===== config.mk =====
export PLATFORM = sky130hd
export DESIGN_NAME = spi_mem_master_flat
export DESIGN_NICKNAME = d
export VERILOG_FILES = /design/src/rtl/spi_mem_master_if.sv /design/src/rtl/spi_mem_master.sv /design/src/flat_wrapper.sv
export SDC_FILE = /design/constraint.sdc
export NUM_CORES = 1
export LEC_CHECK = 0
export BUFFER_PORTS_ARGS = -buffer_cell sky130_fd_sc_hd__buf_2
export CELL_PAD_IN_SITES_DETAIL_PLACEMENT = 1
export CELL_PAD_IN_SITES_GLOBAL_PLACEMENT = 1
export CORE_ASPECT_RATIO = 0.7
export CORE_MARGIN = 1.5
export CORE_UTILIZATION = 49
export CTS_BUF_LIST = sky130_fd_sc_hd__clkbuf_4 sky130_fd_sc_hd__clkbuf_8
export CTS_CLUSTER_DIAMETER = 100
export CTS_CLUSTER_SIZE = 16
export DETAILED_ROUTE_END_ITERATION = 16
export PLACE_DENSITY = 0.95
export SYNTH_ARGS = -nofsm -noshare
export SYNTH_HDL_FRONTEND = slang
export SYNTH_SLANG_ARGS = --single-unit
export TNS_END_PERCENT = 1

===== constraint.sdc =====
create_clock -name i_clk -period 4.8 [get_ports i_clk]
set_input_delay 0.48 -clock i_clk [delete_from_list [all_inputs] [get_ports i_clk]]
set_output_delay 0.48 -clock i_clk [all_outputs]
set_load 0.005 [all_outputs]

===== src/rtl/spi_mem_master_if.sv =====
// Request/response bus between on-chip logic and spi_mem_master.
// Ports: req_* request handshake, rsp_* completion, busy status.
interface spi_mem_master_if;
  logic       req_valid;
  logic       req_ready;
  logic       req_write;
  logic [6:0] req_addr;
  logic [7:0] req_wdata;
  logic       rsp_valid;
  logic [7:0] rsp_rdata;
  logic       busy;

  modport master (
    output req_valid, req_write,
    output req_addr, req_wdata,
    input  req_ready, rsp_valid,
    input  rsp_rdata, busy
  );

  modport slave (
    input  req_valid, req_write,
    input  req_addr, req_wdata,
    output req_ready, rsp_valid,
    output rsp_rdata, busy
  );
endinterface


===== src/rtl/spi_mem_master.sv =====
// SPI mode-0 master issuing 16-bit {addr,rw,data} frames to spiMemory.
// Ports: i_clk, i_reset (sync high), bus (slave modport), SPI pins.
module spi_mem_master #(
  parameter int CLK_DIV = 5,
  parameter int GAP_CYC = 8
) (
  input  logic             i_clk,
  input  logic             i_reset,
  spi_mem_master_if.slave  bus,
  output logic             o_sclk_pin,
  output logic             o_cs_pin,
  output logic             o_mosi_pin,
  input  logic             i_miso_pin
);

  localparam int DW = (CLK_DIV > 1) ? $clog2(CLK_DIV) : 1;
  localparam int GW = (GAP_CYC > 1) ? $clog2(GAP_CYC) : 1;

  typedef enum logic [2:0] {
    S_IDLE, S_SETUP, S_HIGH, S_LOW, S_GAP
  } state_t;

  state_t      r_state, w_state;
  logic [DW-1:0] r_div, w_div;
  logic [GW-1:0] r_gap, w_gap;
  logic [4:0]  r_bit, w_bit;
  logic [15:0] r_tx, w_tx;
  logic [7:0]  r_rx, w_rx;
  logic        r_rd, w_rd;
  logic        r_rsp_valid, w_rsp_valid;
  logic [7:0]  r_rdata, w_rdata;
  logic        w_last;
  logic        w_frame;

  assign w_last = (r_div == DW'(CLK_DIV - 1));

  always_ff @(posedge i_clk) begin
    if (i_reset) begin
      r_state     <= S_IDLE;
      r_div       <= '0;
      r_gap       <= '0;
      r_bit       <= '0;
      r_tx        <= '0;
      r_rx        <= '0;
      r_rd        <= 1'b0;
      r_rsp_valid <= 1'b0;
      r_rdata     <= '0;
    end else begin
      r_state     <= w_state;
      r_div       <= w_div;
      r_gap       <= w_gap;
      r_bit       <= w_bit;
      r_tx        <= w_tx;
      r_rx        <= w_rx;
      r_rd        <= w_rd;
      r_rsp_valid <= w_rsp_valid;
      r_rdata     <= w_rdata;
    end
  end

  always_comb begin
    w_state     = r_state;
    w_div       = r_div;
    w_gap       = r_gap;
    w_bit       = r_bit;
    w_tx        = r_tx;
    w_rx        = r_rx;
    w_rd        = r_rd;
    w_rsp_valid = 1'b0;
    w_rdata     = r_rdata;
    unique case (r_state)
      S_IDLE: begin
        if (bus.req_valid) begin
          w_state = S_SETUP;
          w_div   = '0;
          w_bit   = '0;
          w_rd    = ~bus.req_write;
          w_tx    = {bus.req_addr, ~bus.req_write,
                     bus.req_write ? bus.req_wdata : 8'h00};
        end
      end
      S_SETUP: begin
        if (w_last) begin
          w_state = S_HIGH;
          w_div   = '0;
        end else begin
          w_div = r_div + DW'(1);
        end
      end
      S_HIGH: begin
        if (w_last) begin
          // sample miso at the end of HIGH; shift tx so mosi
          // changes as sclk falls
          w_state = S_LOW;
          w_div   = '0;
          w_rx    = {r_rx[6:0], i_miso_pin};
          w_tx    = {r_tx[14:0], 1'b0};
          w_bit   = r_bit + 5'd1;
        end else begin
          w_div = r_div + DW'(1);
        end
      end
      S_LOW: begin
        if (w_last) begin
          w_div = '0;
          if (r_bit == 5'd16) begin
            w_state     = S_GAP;
            w_gap       = '0;
            w_rsp_valid = 1'b1;
            w_rdata     = r_rd ? r_rx : 8'h00;
          end else begin
            w_state = S_HIGH;
          end
        end else begin
          w_div = r_div + DW'(1);
        end
      end
      S_GAP: begin
        if (r_gap == GW'(GAP_CYC - 1)) begin
          w_state = S_IDLE;
        end else begin
          w_gap = r_gap + GW'(1);
        end
      end
      default: w_state = S_IDLE;
    endcase
  end

  assign w_frame = (r_state == S_SETUP) ||
                   (r_state == S_HIGH) ||
                   (r_state == S_LOW);

  assign o_cs_pin      = ~w_frame;
  assign o_sclk_pin    = (r_state == S_HIGH);
  assign o_mosi_pin    = w_frame & r_tx[15];
  assign bus.req_ready = (r_state == S_IDLE);
  assign bus.busy      = (r_state != S_IDLE);
  assign bus.rsp_valid = r_rsp_valid;
  assign bus.rsp_rdata = r_rdata;

endmodule


===== src/flat_wrapper.sv =====
// flat-port wrapper written by rule: the top's interface ports become plain ports
module spi_mem_master_flat 
#(
  parameter int CLK_DIV = 5,
  parameter int GAP_CYC = 8
)
  (i_clk, i_reset, o_sclk_pin, o_cs_pin, o_mosi_pin, i_miso_pin, bus_req_valid, bus_req_write, bus_req_addr, bus_req_wdata, bus_req_ready, bus_rsp_valid, bus_rsp_rdata, bus_busy);
  spi_mem_master_if bus_i ();
  input  logic i_clk;
  input  logic i_reset;
  output logic o_sclk_pin;
  output logic o_cs_pin;
  output logic o_mosi_pin;
  input  logic i_miso_pin;
  input wire logic [$bits(bus_i.req_valid)-1:0] bus_req_valid;
  input wire logic [$bits(bus_i.req_write)-1:0] bus_req_write;
  input wire logic [$bits(bus_i.req_addr)-1:0] bus_req_addr;
  input wire logic [$bits(bus_i.req_wdata)-1:0] bus_req_wdata;
  output wire logic [$bits(bus_i.req_ready)-1:0] bus_req_ready;
  output wire logic [$bits(bus_i.rsp_valid)-1:0] bus_rsp_valid;
  output wire logic [$bits(bus_i.rsp_rdata)-1:0] bus_rsp_rdata;
  output wire logic [$bits(bus_i.busy)-1:0] bus_busy;
  assign bus_i.req_valid = bus_req_valid;
  assign bus_i.req_write = bus_req_write;
  assign bus_i.req_addr = bus_req_addr;
  assign bus_i.req_wdata = bus_req_wdata;
  assign bus_req_ready = bus_i.req_ready;
  assign bus_rsp_valid = bus_i.rsp_valid;
  assign bus_rsp_rdata = bus_i.rsp_rdata;
  assign bus_busy = bus_i.busy;
  spi_mem_master #(.CLK_DIV(CLK_DIV), .GAP_CYC(GAP_CYC)) u_core (.i_clk(i_clk), .i_reset(i_reset), .bus(bus_i), .o_sclk_pin(o_sclk_pin), .o_cs_pin(o_cs_pin), .o_mosi_pin(o_mosi_pin), .i_miso_pin(i_miso_pin));
endmodule

==> summary.md <==
| Metric | Value |
|---|---|
| Status | finished clean |
| Mean Syn Cell Area | 9.11 um2 |
| Final setup violating endpoints | 0 |
| Async S/R FF share, synth | 0 |
| Crit start category | flip-flop |
| R2r worst-path depth | 4 |
| Fillers | about 580 |
| Max cap viols | 0 |
| EDFF count, synth | 0 |
| CORE AREA | 0.00486 mm2 |
| Clk buf depth | 2 |
| CP max FO | 27 |
| Mapped Cells | approximately 280 |
| Power Total | 0.000800 W |
| Buffers on Ports | 33 |
| Util after Layout | 0.566 |
| Die Wd | 88.6 um |
| Num Clock Sinks | 48 |
| Root Buffer | clkbuf_8 |
| Vias | ~2200 |
| Synth area leaders | dfxtp_1, mux2i_1, a21oi_1, o311ai_0, o21bai_1 |
| Number of cell rows | 21 |
| Largest net degree at the start of global routing | 37 |
| Worst-skew pair later-pin latency | 0.31 ns |
| CTS tree | done |
| Hold Crit Class | in -> reg |
| Worst Skew | around 0.011 ns |
| Initial Util | 0.517 |
| Post-route ant nets | 0 |
| Global placement routability congestion | 0.772 |
| Kind of critical path | reg -> out |
| Post-CTS Resized | 0 |
| Leading area contributor after synthesis | dfxtp_1 |
| Post-Syn Nets | between 300 and 400 |
| Final hold violations | 0 |
| H-tree Lvls | 2 |
| Critical path arrival | between 2 and 2.5 ns |
| CP Capture Type | output pin |
| DRC | 0 |
| Total GRT Usage | 0.254 |
| # diodes | 0 |
| RSZ-0062 raised after global routing | no |
| Most common cell in the synthesized netlist | dfxtp_1 |
| Post-synth top flop | dfxtp_1 |
| Most frequent cells after synthesis | dfxtp_1, a21oi_1, mux2i_1, nand3_1 |
| #FFs+latches synth | 48 |
| Post-Route Hold Slack | ~0.42 ns |
| DIE AREA | ~0.0056 mm2 |
| Layout cells sized above 1 | 0.199 |
| Cell count of the worst hold path | 3 |
| Post-synth top area share | 0.382 |
| Die height | between 60 and 70 um |
| # hold bufs at CTS | 0 |
| Routed vias/inst | about 6 |
| First-pass DRT Iterations | 4 |
| PD cells | 291 mW/mm2 |
| Minimum clock period after layout | 2.72 ns |
| Final slew viol count | 0 |
| Layout Nets | 316 |
| Clock transition at path regs | 0.09 ns |
| Tcrit/Tclk final | 0.567 |
| Final wirelength | approximately 6600 um |
| Pleak | roughly 1.1 nW |
| Setup TNS | 0 ns |
| Total gr overflow | 0 |
| Area delta synth->final | 9.30% |
| Slew margin rel. | 0.261 |
| VDD IR-drop max | 0.157 mV |
| Unique cell type count in the Yosys netlist | 47 |
| IO Count | 34 |
| Crit path required time | 4.32 ns |
| Wire length per cell | about 18 um |
| Initial DRC Count | 155 |
| Setup bufs post-CTS | 0 |
| Clock buffer count from CTS | 5 |
| Post-Syn Area | 0.00251 mm2 |
| Vias in the first global route | 2275 |
| Worst Tran Pin Value | 1.09 ns |
| Dpl hpwl | 4240 um |
| Fmax | 367 MHz |
| Post-synthesis sequential area ratio | 0.382 |
| First-pass GRT wire length | 11100 um |
| YS warnings | 0 |
| Antenna violations before repair | 0 |
[layout make-up]
cell class / count / area [um2] / share of cell area
Multi-Input combinational cell: 191 / 1380 / 0.502
Sequential cell: 48 / 961 / 0.350
Timing Repair Buffer: 34 / 173 / 0.0628
Tap cell: 69 / 86.3 / 0.0314
Clock buffer: 6 / 76.3 / 0.0278
Inverter: 10 / 37.5 / 0.0137
Clock inverter: 2 / 35.0 / 0.0127
[final timing paths]
path	start	slack, ns	end
max reg2reg	u_core.r_state[0]	2.31	u_core.bus.rsp_rdata[1]
max	u_core.r_state[2]	2.08	o_sclk_pin
min	i_miso_pin	0.42	u_core.r_rx[0]
min reg2reg	u_core.r_tx[8]	0.48	u_core.r_tx[8]
[cells in the final DEF (no fill, tap or decap), drive strengths merged, types with 3 or more instances in the layout]
cell type  Yosys  final
buf           11     34
nand3         17     17
nor4           8      8
a211oi         5      5
o21ai          9      9
and2           8      8
clkbuf        16      6
a31o           8      8
a21oi         29     29
o31ai          3      3
nand2          4      4
mux2i         17     17
nor2b          3      3
nor2           4      4
dfxtp         48     48
o21bai        14     14
ha             6      6
nand3b         8      8
o311ai        15     15
or3            6      6
and3           3      3
inv           10     10
[worst max-delay path: stages (launching register included)]
cell and delay (ns):
dfxtp_1 0.91, or3b_1 0.79, inv_1 0.08, buf_2 0.16
[logic make-up after synthesis]
| logic type | after synthesis | synth area share |
|---|---|---|
| simple gates | 76 | 0.194 |
| fa+ha+maj | 6 | 0.0298 |
| buf+inv | 37 | 0.0691 |
| compound gates | 91 | 0.253 |
| mux | 18 | 0.0721 |
| flops | 48 | 0.382 |
[stage by stage]
step | cell area (um2) | cells | worst slack [ns]
floorplan | 2510 | 276 | 3.09
global placement | 2640 | 352 | 2.49
detailed placement | 2640 | 352 | 2.40
CTS | 2750 | 360 | 2.09
global route | 2750 | 360 | 1.83
finish | 2750 | 360 | 2.08
[where the power goes]
part,switching (W),internal [W],leakage (nW)
Clock,0.000137,0.000160,0.0586
Sequential,0.0000137,0.000410,0.390
Combinational,0.0000468,0.0000319,0.682
[sequential cells by signal, indices dropped and copies added, names as in the netlist]
register,flops
u_core.r_div,3
u_core.r_tx,16
u_core.r_gap,3
u_core.r_state,3
u_core.r_rx,8
u_core.bus.rsp_rdata,8
u_core.bus.rsp_valid,1
u_core.r_rd,1
u_core.r_bit,5
[metal layers]
layer / wire [um] / vias to the layer above / global-route usage
met5: 0 / - / 0
met4: 108 / 0 / 0.0781
met3: 302 / 11 / 0.0502
met2: 3080 / 59 / 0.405
met1: 3120 / 1072 / 0.343
li1: - / 1077 / -
Power figures use the tool's default switching activity.
